==> src/rtl/ysyx_22040228_csr_pkg.sv <==
// ysyx_22040228_csr_pkg
// Shared constants for the machine-mode CSR file and trap controller:
// CSR addresses, interrupt/exception codes, mstatus/mip/mie bit positions
// and the default register width.
package ysyx_22040228_csr_pkg;

    localparam int XLEN_DEFAULT = 64;

    // CSR addresses
    localparam logic [11:0] CSR_MSTATUS  = 12'h300;
    localparam logic [11:0] CSR_MIE      = 12'h304;
    localparam logic [11:0] CSR_MTVEC    = 12'h305;
    localparam logic [11:0] CSR_MSCRATCH = 12'h340;
    localparam logic [11:0] CSR_MEPC     = 12'h341;
    localparam logic [11:0] CSR_MCAUSE   = 12'h342;
    localparam logic [11:0] CSR_MTVAL    = 12'h343;
    localparam logic [11:0] CSR_MIP      = 12'h344;
    localparam logic [11:0] CSR_MCYCLE   = 12'hB00;
    localparam logic [11:0] CSR_MINSTRET = 12'hB02;

    // Interrupt / exception codes
    localparam logic [3:0] CODE_MSI     = 4'd3;
    localparam logic [3:0] CODE_MTI     = 4'd7;
    localparam logic [3:0] CODE_MEI     = 4'd11;
    localparam logic [3:0] CODE_ECALL_M = 4'd11;

    // mstatus fields
    localparam int MSTATUS_MIE_BIT  = 3;
    localparam int MSTATUS_MPIE_BIT = 7;
    localparam int MSTATUS_MPP_LO   = 11;
    localparam int MSTATUS_MPP_HI   = 12;

    // mip / mie bit positions (identical layout in both registers)
    localparam int IRQ_MSI_BIT = 3;
    localparam int IRQ_MTI_BIT = 7;
    localparam int IRQ_MEI_BIT = 11;

endpackage

==> src/rtl/ysyx_22040228_irq_arb.sv <==
// ysyx_22040228_irq_arb
// Fixed-priority interrupt selector: MEI > MSI > MTI.
// Ports:
//   en        - global enable (mstatus.MIE and PC guard already folded in)
//   msi_pend  - software interrupt pending and enabled in mie
//   mti_pend  - timer interrupt pending and enabled in mie
//   mei_pend  - external interrupt pending and enabled in mie
//   irq_take  - an interrupt should be taken
//   irq_code  - exception code of the winning interrupt
module ysyx_22040228_irq_arb
    import ysyx_22040228_csr_pkg::*;
(
    input  logic       en,
    input  logic       msi_pend,
    input  logic       mti_pend,
    input  logic       mei_pend,
    output logic       irq_take,
    output logic [3:0] irq_code
);

    always_comb begin
        irq_take = en & (msi_pend | mti_pend | mei_pend);
        // MTI is the lowest priority, so it is also the fall-through code.
        irq_code = CODE_MTI;
        if (mei_pend) begin
            irq_code = CODE_MEI;
        end else if (msi_pend) begin
            irq_code = CODE_MSI;
        end
    end

endmodule

==> src/rtl/ysyx_22040228_mcsr_trap.sv <==
// ysyx_22040228_mcsr_trap
// Machine-mode CSR file plus trap controller, sitting beside the commit stage.
// Implements mstatus, mie, mtvec, mscratch, mepc, mcause, mtval, mip,
// mcycle and minstret; takes synchronous exceptions and three level
// interrupts (software, timer, external) and supplies redirect targets.
//
// Optional feature macro: YSYX22040228_CSR_VECTOR_EN
//   defined   - mtvec.MODE writable (0/1); in mode 1 interrupts vector to
//               base + 4*code, exceptions go to base.
//   undefined - MODE reads 0; every trap goes to base.
//
// Ports:
//   clk, rst              - clock, asynchronous active-high reset
//   pc_i                  - PC of the committing instruction
//   stall_i               - freezes architectural updates (mcycle and mip excepted)
//   csr_rd_en/csr_wr_en   - CSR access strobes
//   csr_idx/csr_wdata     - CSR address and merged write data
//   csr_rdata             - combinational read data (0 when not reading)
//   instret_i             - instruction retired
//   exc_valid_i/exc_cause_i/exc_tval_i - synchronous exception at commit
//   mret_i                - mret at commit
//   irq_msip_i/irq_mtip_i/irq_meip_i   - level interrupt lines
//   trap_valid_o          - trap taken this cycle
//   trap_pc_o             - trap target
//   mret_pc_o             - mepc
module ysyx_22040228_mcsr_trap
    import ysyx_22040228_csr_pkg::*;
#(
    parameter int          XLEN         = XLEN_DEFAULT,
    parameter int unsigned RST_PC_GUARD = 1
) (
    input  logic            clk,
    input  logic            rst,
    input  logic [XLEN-1:0] pc_i,
    input  logic            stall_i,
    input  logic            csr_rd_en,
    input  logic            csr_wr_en,
    input  logic [11:0]     csr_idx,
    input  logic [XLEN-1:0] csr_wdata,
    output logic [XLEN-1:0] csr_rdata,
    input  logic            instret_i,
    input  logic            exc_valid_i,
    input  logic [3:0]      exc_cause_i,
    input  logic [XLEN-1:0] exc_tval_i,
    input  logic            mret_i,
    input  logic            irq_msip_i,
    input  logic            irq_mtip_i,
    input  logic            irq_meip_i,
    output logic            trap_valid_o,
    output logic [XLEN-1:0] trap_pc_o,
    output logic [XLEN-1:0] mret_pc_o
);

    logic            mst_mie;
    logic            mst_mpie;
    logic            mie_msie;
    logic            mie_mtie;
    logic            mie_meie;
    logic            mip_msip;
    logic            mip_mtip;
    logic            mip_meip;
    logic [XLEN-3:0] mtvec_base;
    logic            mtvec_mode;
    logic [XLEN-3:0] mepc_hi;
    logic [XLEN-1:0] mscratch;
    logic [XLEN-1:0] mcause;
    logic [XLEN-1:0] mtval;
    logic [XLEN-1:0] mcycle;
    logic [XLEN-1:0] minstret;

    logic            pc_ok;
    logic            irq_take;
    logic [3:0]      irq_code;
    logic [3:0]      trap_code;
    logic            csr_we;
    logic            mret_fire;
    logic [XLEN-1:0] mtvec_base_addr;

    assign pc_ok = (RST_PC_GUARD == 0) || (pc_i != '0);

    ysyx_22040228_irq_arb u_irq_arb (
        .en       (mst_mie & pc_ok),
        .msi_pend (mip_msip & mie_msie),
        .mti_pend (mip_mtip & mie_mtie),
        .mei_pend (mip_meip & mie_meie),
        .irq_take (irq_take),
        .irq_code (irq_code)
    );

    assign trap_valid_o    = ~stall_i & (exc_valid_i | irq_take);
    assign trap_code       = exc_valid_i ? exc_cause_i : irq_code;
    // A trap swallows any same-cycle CSR write and mret.
    assign csr_we          = csr_wr_en & ~stall_i & ~trap_valid_o;
    assign mret_fire       = mret_i & ~stall_i & ~trap_valid_o;
    assign mtvec_base_addr = {mtvec_base, 2'b00};
    assign mret_pc_o       = {mepc_hi, 2'b00};

    always_comb begin
        trap_pc_o = mtvec_base_addr;
`ifdef YSYX22040228_CSR_VECTOR_EN
        if (mtvec_mode && !exc_valid_i) begin
            trap_pc_o = mtvec_base_addr + {{(XLEN-6){1'b0}}, irq_code, 2'b00};
        end
`endif
    end

    // mip follows the lines with one cycle of latency, regardless of stall.
    always_ff @(posedge clk or posedge rst) begin
        if (rst) begin
            mip_msip <= 1'b0;
            mip_mtip <= 1'b0;
            mip_meip <= 1'b0;
        end else begin
            mip_msip <= irq_msip_i;
            mip_mtip <= irq_mtip_i;
            mip_meip <= irq_meip_i;
        end
    end

    always_ff @(posedge clk or posedge rst) begin
        if (rst) begin
            mcycle   <= '0;
            minstret <= '0;
        end else begin
            if (csr_we && csr_idx == CSR_MCYCLE) begin
                mcycle <= csr_wdata;
            end else begin
                mcycle <= mcycle + XLEN'(1);
            end
            if (csr_we && csr_idx == CSR_MINSTRET) begin
                minstret <= csr_wdata;
            end else if (instret_i && !stall_i) begin
                minstret <= minstret + XLEN'(1);
            end
        end
    end

`ifdef YSYX22040228_CSR_VECTOR_EN
    // WARL: only modes 0 and 1 are legal; 2/3 leave the mode untouched.
    always_ff @(posedge clk or posedge rst) begin
        if (rst) begin
            mtvec_mode <= 1'b0;
        end else if (csr_we && csr_idx == CSR_MTVEC && !csr_wdata[1]) begin
            mtvec_mode <= csr_wdata[0];
        end
    end
`else
    assign mtvec_mode = 1'b0;
`endif

    always_ff @(posedge clk or posedge rst) begin
        if (rst) begin
            mst_mie    <= 1'b0;
            mst_mpie   <= 1'b0;
            mie_msie   <= 1'b0;
            mie_mtie   <= 1'b0;
            mie_meie   <= 1'b0;
            mtvec_base <= '0;
            mepc_hi    <= '0;
            mscratch   <= '0;
            mcause     <= '0;
            mtval      <= '0;
        end else begin
            if (trap_valid_o) begin
                mepc_hi  <= pc_i[XLEN-1:2];
                mcause   <= {~exc_valid_i, {(XLEN-5){1'b0}}, trap_code};
                mtval    <= exc_valid_i ? exc_tval_i : '0;
                mst_mpie <= mst_mie;
                mst_mie  <= 1'b0;
            end else if (mret_fire) begin
                mst_mie  <= mst_mpie;
                mst_mpie <= 1'b1;
            end
            if (csr_we) begin
                case (csr_idx)
                    CSR_MSTATUS: begin
                        // mret takes precedence over a same-cycle mstatus write.
                        if (!mret_fire) begin
                            mst_mie  <= csr_wdata[MSTATUS_MIE_BIT];
                            mst_mpie <= csr_wdata[MSTATUS_MPIE_BIT];
                        end
                    end
                    CSR_MIE: begin
                        mie_msie <= csr_wdata[IRQ_MSI_BIT];
                        mie_mtie <= csr_wdata[IRQ_MTI_BIT];
                        mie_meie <= csr_wdata[IRQ_MEI_BIT];
                    end
                    CSR_MTVEC:    mtvec_base <= csr_wdata[XLEN-1:2];
                    CSR_MSCRATCH: mscratch   <= csr_wdata;
                    CSR_MEPC:     mepc_hi    <= csr_wdata[XLEN-1:2];
                    CSR_MCAUSE:   mcause     <= csr_wdata;
                    CSR_MTVAL:    mtval      <= csr_wdata;
                    default: ;
                endcase
            end
        end
    end

    always_comb begin
        csr_rdata = '0;
        if (csr_rd_en) begin
            case (csr_idx)
                CSR_MSTATUS: begin
                    csr_rdata[MSTATUS_MPP_HI:MSTATUS_MPP_LO] = 2'b11;
                    csr_rdata[MSTATUS_MIE_BIT]               = mst_mie;
                    csr_rdata[MSTATUS_MPIE_BIT]              = mst_mpie;
                end
                CSR_MIE: begin
                    csr_rdata[IRQ_MSI_BIT] = mie_msie;
                    csr_rdata[IRQ_MTI_BIT] = mie_mtie;
                    csr_rdata[IRQ_MEI_BIT] = mie_meie;
                end
                CSR_MTVEC:    csr_rdata = {mtvec_base, 1'b0, mtvec_mode};
                CSR_MSCRATCH: csr_rdata = mscratch;
                CSR_MEPC:     csr_rdata = mret_pc_o;
                CSR_MCAUSE:   csr_rdata = mcause;
                CSR_MTVAL:    csr_rdata = mtval;
                CSR_MIP: begin
                    csr_rdata[IRQ_MSI_BIT] = mip_msip;
                    csr_rdata[IRQ_MTI_BIT] = mip_mtip;
                    csr_rdata[IRQ_MEI_BIT] = mip_meip;
                end
                CSR_MCYCLE:   csr_rdata = mcycle;
                CSR_MINSTRET: csr_rdata = minstret;
                default: ;
            endcase
        end
    end

endmodule

==> config.mk <==
export PLATFORM = sky130hd
export DESIGN_NAME = ysyx_22040228_mcsr_trap
export DESIGN_NICKNAME = d
export VERILOG_FILES = /design/src/rtl/ysyx_22040228_csr_pkg.sv /design/src/rtl/ysyx_22040228_irq_arb.sv /design/src/rtl/ysyx_22040228_mcsr_trap.sv
export SDC_FILE = /design/constraint.sdc
export NUM_CORES = 1
export LEC_CHECK = 0
export CAP_MARGIN = 40
export CORE_MARGIN = 4
export CORE_UTILIZATION = 48
export DETAILED_ROUTE_END_ITERATION = 7
export PLACE_DENSITY = 0.77
export SLEW_MARGIN = 20
export SYNTH_ARGS = -nofsm -noshare
export SYNTH_HDL_FRONTEND = slang
export SYNTH_SLANG_ARGS = --single-unit
==> constraint.sdc <==
create_clock -name clk -period 14.95 [get_ports clk]
set_input_delay 2.2425 -clock clk [delete_from_list [all_inputs] [get_ports clk]]
set_output_delay 2.2425 -clock clk [all_outputs]
set_load 0.03 [all_outputs]
==> reports/qor.txt, run 1 <==
status - finished with violations
violated checks - DRC
pin count of the biggest net entering global routing - 185
Final Cycle Share - 59.7%
Clk Latency, worst-skew pair - 590 ps
post-CTS setup buffer count - 0
Most used DFF post-synth - dfrtp_1
Syn. warnings - 0
DR vias - 21800
final WL - 86300 µm
Leakage - 12.6 nW
endpoints failing hold - 0
Synth area leaders - dfrtp_1 (49%), mux2_2 (9.1%), a21oi_1 (6.5%)
DRT Pass-1 Iters - 8
Distinct cells, synth - 62
GR Overflow Total - 0
Post-synth EDFFs - 0
crit path max fanout - 60
Synth Cell Area - 23200 µm²
CP Class - in -> out
IO Pins - 412
Synth top area share - 48.7%
hold_sp - mcause[26]$_DFF_PP0_
Slew HR - 39.7%
Setup crit start - csr_idx[5]
DRT antenna net count - 0
hpwl dp - 59600 µm
clock-pin slew on the worst setup and hold paths - 60 ps
H-tree level count - 2
final worst path period need - 8920 ps
max-slew violations - 0
initial antenna violation count - 8
wire per inst - 25.5 µm
power density cells - 101 nW/µm²
count leader, synth - dfrtp_1
clk buf depth - 3
setup TNS - 0 ps
Post-Syn Instances - 2393
final setup fails - 0
clk root buf - clkbuf_16
Placeable Area - 47700 µm²
Synth top cells by count - dfrtp_1 (452), nor2_1 (352), a21oi_1 (301), nand2_1 (189), mux2_2 (187)
DRC violations left - 5
register area share after synthesis - 48.7%
I/O Buffers - 407
total track usage - 32.0%
GP Congestion - 0.896
Initial Utilization - 48.6%
Worst Tran Pin Value - 905 ps
skew final - 21.3 ps
RSZ-0062 raised after global routing - false
share of cells above drive strength 1 - 12.6%
syn avg cell area - 9.70 µm²
Area growth syn-to-layout - 28.2%
Worst Path Required - 12710 ps
global-route wire length before repair - 132000 µm
Fmax achieved - 0.112 GHz
Nets - 2946
post-cts sizing count - 0
DRT iter0 DRCs - 2682
# rows - 80
Crit. End Element - primary output
CTS buffer count - 49
via/cell ratio - 6.45
Yosys top cell by area - dfrtp_1
die height - 228 µm
TritonCTS clock tree - yes
clk sinks - 452
crit path launch type - primary input
Max Cap Viol - 0
via count of the first global-routing pass - 21600
Post-synth ARST share - 100%
Reg2Reg Launch Point - mie_msie$_DFFE_PP0P_
crit path DAT - 6680 ps
Hold Slack - 494 ps
hold_buf cts - 0
HP Class - reg -> reg
# fillers - 3818
#FFs+latches synth - 452
die footprint - 51900 µm²
Peak VDD IR - 73.3 µV
Die Width - 228 µm
==> cell families (layout without fill, tap and decap cells) <==
family	after synthesis	in the layout	synth area share, %
AND/OR/NAND/NOR	750	750	14.4
AO/OA/AOI/OAI	666	666	19.0
flip-flops	452	452	48.7
buffers and inverters	203	571	3.62
multiplexers	197	197	9.53
XOR/XNOR	122	122	4.60
adder cells (fa/ha/maj)	2	2	0.108
other	1	8	0.0162
==> registers in the layout, summed over array words and instances, names as in the netlist <==
register	count
mscratch	64
mie_meie	1
mie_msie	1
mcycle	64
mepc_hi	62
minstret	64
mtvec_base	62
mip_meip	1
mst_mpie	1
mst_mie	1
mtval	64
mcause	64
mie_mtie	1
mip_msip	1
mip_mtip	1
==> final timing paths <==
check,depth (start not counted),end,slack (ps)
max in group asynchronous,7,mcause[49]$_DFF_PP0_,10730
worst max-delay path,10,csr_rdata[27],6030
min in group asynchronous,2,mscratch[21]$_DFFE_PP0P_,2050
worst min-delay path,1,mcause[26]$_DFF_PP0_,490
worst min register to register,1,mcause[26]$_DFF_PP0_,490
worst max register to register,10,mcause[36]$_DFF_PP0_,11120
==> routing by layer <==
layer	global-route usage (%)	wire length [µm]	vias to the layer above	share of wire (%)
met5	0	27	-	0.031
met4	13.0	3970	6	4.6
met3	7.81	8970	234	10
met2	52.0	40400	1435	47
met1	41.6	32900	10700	38
li1	-	-	9421	-
==> per-stage QoR <==
step / cell area, µm² / total power [W] / worst slack, ps / utilization, % / cells
6_report: 29800 / 0.00300 / 6030 / 62.3 / 3383
5_1_grt: 29800 / 0.00310 / 5880 / 62.3 / 3382
4_1_cts: 29700 / 0.00300 / 6060 / 62.1 / 3375
3_5_place_dp: 28000 / 0.00173 / 6050 / 58.6 / 3285
3_3_place_gp: 27600 / 0.00172 / 5900 / 57.9 / 3266
2_1_floorplan: 23200 / 0.00154 / 109 / - / 2396
==> cell usage in the layout (no fill, tap or decap), drive strengths merged, types with 3 or more instances in the layout <==
| cell | count |
|---|---|
| dfrtp | 452 |
| o211ai | 4 |
| mux2i | 5 |
| nor2b | 4 |
| or4 | 9 |
| and4 | 13 |
| nor2 | 352 |
| o21a | 5 |
| xnor2 | 43 |
| clkbuf | 77 |
| inv | 19 |
| nand2b | 4 |
| conb | 4 |
| buf | 58 |
| a221oi | 3 |
| o21ai | 7 |
| a22oi | 138 |
| and3 | 15 |
| a22o | 60 |
| nand3 | 53 |
| mux2 | 192 |
| and2 | 6 |
| nand2 | 190 |
| nor4 | 28 |
| or3 | 5 |
| o31ai | 5 |
| a222oi | 57 |
| clkdlybuf4s50 | 405 |
| nor3 | 21 |
| bufinv | 5 |
| xor2 | 79 |
| diode | 4 |
| clkinv | 5 |
| a21oi | 303 |
| a31oi | 72 |
| nand4 | 44 |
==> critical path: stages <==
cell             delay (ps)
clkdlybuf4s50_1         390
or4b_1                  610
or4_1                   560
nor2_4                  530
buf_4                   620
or4_1                   240
nand2_2                  50
buf_4                   360
a31oi_1                 300
clkdlybuf4s50_1         720
==> report_power, final <==
part	switching [W]	total [W]	internal, W
logic	0.000210	0.000373	0.000164
clock network	0.000509	0.00128	0.000771
registers	0.0000581	0.00134	0.00128
total	0.000777	0.00300	0.00222
==> area by class of cell <==
type | instances | area, µm² | share of cell area (%)
Timing Repair Buffer | 463 | 4730 | 15.9
Clock buffer | 77 | 1490 | 5.02
Clock inverter | 13 | 203 | 0.681
Antenna cell | 4 | 10.0 | 0.0336
Tap cell | 615 | 769 | 2.59
Multi-Input combinational cell | 1741 | 11200 | 37.5
Inverter | 18 | 75.1 | 0.252
Sequential cell | 452 | 11300 | 38.0
Note: power is estimated with default switching activity, not from simulation.
==> inputs of run 2 (changes only) <==
--- a/config.mk
+++ b/config.mk
@@ -7,9 +7,9 @@
 export LEC_CHECK = 0
 export CAP_MARGIN = 40
 export CORE_MARGIN = 4
-export CORE_UTILIZATION = 48
+export CORE_UTILIZATION = 54
 export DETAILED_ROUTE_END_ITERATION = 7
-export PLACE_DENSITY = 0.77
+export PLACE_DENSITY = 0.82
 export SLEW_MARGIN = 20
 export SYNTH_ARGS = -nofsm -noshare
 export SYNTH_HDL_FRONTEND = slang
==> constraint.sdc (replaced) <==
create_clock -name clk -period 8.87 [get_ports clk]
set_input_delay 1.3305 -clock clk [delete_from_list [all_inputs] [get_ports clk]]
set_output_delay 1.3305 -clock clk [all_outputs]
set_load 0.03 [all_outputs]
==> reports/qor.txt, run 2 (synthesized netlist as in run 1, its figures left out) <==
status - complete, no violations
post-CTS setup buffer count - 0 (unchanged)
Die Width - 215 µm (-5.5%)
post-cts sizing count - 0 (unchanged)
Critical R2R Capture - mtval[25]$_DFF_PP0_
DRT Pass-1 Iters - 8 (unchanged)
TritonCTS clock tree - yes
most common cell after layout, fill and taps aside - dfrtp_1
CTS buffer count - 49 (unchanged)
final design utilization - 70.3% (+7.9 points)
power density cells - 170 nW/µm² (+69%)
die footprint - 46400 µm² (-11%)
Max Cap Viol - 0 (unchanged)
DRT iter0 DRCs - 2958 (+10%)
Sw Ratio - 26.3% (+0.35 points)
IO Pins - 412 (unchanged)
Sequential Power Share - 44.9% (about the same)
Clk Latency, worst-skew pair - 600 ps (about the same)
initial antenna violation count - 4 (-4)
Non-Filler Instances - 3299 (-2.5%)
DP Cell Count - 3206 (-2.4%)
hold_sp - mcause[60]$_DFF_PP0_
die height - 215 µm (-5.5%)
crit path max fanout - 46 (-23%)
Gate power share - 12.4% (about the same)
commonest non-fill, non-tap cells in the layout - dfrtp_1 (452), clkdlybuf4s50_1 (405), nor2_1 (348), a21oi_1 (301)
clock share of power - 42.7% (about the same)
Crit. End Element - primary output
final setup fails - 0 (unchanged)
hpwl dp - 58000 µm (-2.7%)
R2R Setup Slk - 5380 ps (-5740 ps)
endpoints failing hold - 0 (unchanged)
Int Pwr - 0.00372 W (+68%)
# rows - 75 (-6.3%)
global-route wire length before repair - 132000 µm (-0.43%)
Placeable Area - 42200 µm² (-12%)
share of cells above drive strength 1 - 12.6% (+0.059 points)
DR vias - 22000 (+0.64%)
Area growth syn-to-layout - 27.8%
hold path cells - 1 (unchanged)
I/O Buffers - 407 (unchanged)
hold_buf cts - 0 (unchanged)
Initial Utilization - 55.0% (+6.4 points)
RSZ-0062 raised after global routing - false
Worst Path Required - 7540 ps (-5170 ps)
DRC violations left - 0 (-5)
Slew HR - 31.3% (-8.4 points)
total track usage - 35.9% (+3.8 points)
HP Class - reg -> reg
worst reg2reg path depth - 9 (-1)
final worst path period need - 6790 ps
Final Cycle Share - 76.6%
clock-pin slew on the worst setup and hold paths - 70 ps (about the same)
crit path DAT - 5460 ps (-1220 ps)
Nets - 2942 (-0.14%)
CP Class - in -> out
# fillers - 3078 (-19%)
GR Overflow Total - 0 (unchanged)
multi-input gate area in the final layout - 11200 µm² (about the same)
via count of the first global-routing pass - 22400 (+3.6%)
GP Congestion - 0.912 (+1.8%)
pin count of the biggest net entering global routing - 177 (-4.3%)
wire per inst - 25.8 µm (+1.2%)
setup TNS - 0 ps (unchanged)
H-tree level count - 2 (unchanged)
Reg2Reg Launch Point - mip_msip$_DFF_PP0_
final WL - 85100 µm (-1.3%)
crit path launch type - primary input
Reg area - 11300 µm² (unchanged)
max-slew violations - 0 (unchanged)
via/cell ratio - 6.66 (+3.2%)
Leakage - 12.5 nW (-0.51%)
Hold Crit Endpoint - mcause[60]$_DFF_PP0_
clk buf depth - 3 (unchanged)
DRT antenna net count - 0 (unchanged)
clk root buf - clkbuf_16
NetSw - 0.00133 W (+71%)
clk sinks - 452 (unchanged)
Peak VDD IR - 152 µV (+110%)
Worst Tran Pin Value - 1030 ps (+126 ps)
skew final - 19.1 ps (-2.19 ps)
Fmax achieved - 0.147 GHz
[run 2: cell types whose count changed in the layout (fill, tap and decap cells not counted), sizes merged]
cell	delta
clkinv	-2
bufinv	-1
clkbuf	-4
inv	+1
clkdlybuf4s18	+1
diode	-3
clkinvlp	+5
buf	-5
[run 2: worst max-delay path: stages]
cell and delay [ps]:
clkdlybuf4s50_1 390, or4b_1 610, or3_4 420, nor4_4 250, buf_4 580, or4_1 250, nand2_2 280, buf_4 370
a31oi_1 230, clkdlybuf4s50_1 700
[run 2: metal layers]
metal | share of wire [%] | up-vias | track usage [%]
li1 | - | 9406 | -
met1 | 37 | 10700 | 46.3
met2 | 47 | 1507 | 56.9
met3 | 10 | 314 | 8.04
met4 | 5.3 | 6 | 18.8
met5 | 0.040 | - | 0
[run 2: worst max path at each step]
stage                     from                  end  slack [ps]  cells past startpoint
floorplan                  rst  mcause[0]$_DFF_PP0_        1430                      1
global placement    csr_idx[5]        csr_rdata[58]        1920                     10
detailed placement  csr_idx[5]        csr_rdata[51]        1800                     10
CTS                 csr_idx[5]        csr_rdata[51]        1790                     10
global route        csr_idx[5]        csr_rdata[51]        1900                     10
finish              csr_idx[5]        csr_rdata[51]        2080                     10
[run 2: area by class of cell]
class	instances	area share, %
diodes	1	0.00843
well taps	539	2.27
flip-flops and latches	452	38.1
clock buffers	73	5.02
clock inverters	16	0.708
multi-input cells	1741	37.7
inverters	18	0.240
repair buffers	459	16.0
[run 2: per-stage QoR]
| step | power (W) | hold WS, ps | area (µm²) | setup slack (ps) |
|---|---|---|---|---|
| after floorplan | 0.00259 | 462 | 23200 | 1430 |
| after global placement | 0.00289 | 479 | 27600 | 1920 |
| after detailed placement | 0.00292 | 478 | 27900 | 1800 |
| after CTS | 0.00505 | 499 | 29600 | 1790 |
| after global routing | 0.00520 | 510 | 29700 | 1900 |
| final | 0.00505 | 499 | 29700 | 2080 |
[run 2: power by group through the flow]
stage / registers (W) / clock network, W / logic (W)
global placement: 0.00229 / 0 / 0.000598
floorplan: 0.00234 / 0 / 0.000247
detailed placement: 0.00230 / 0 / 0.000617
CTS: 0.00226 / 0.00216 / 0.000623
finish: 0.00227 / 0.00215 / 0.000626
global route: 0.00228 / 0.00226 / 0.000668
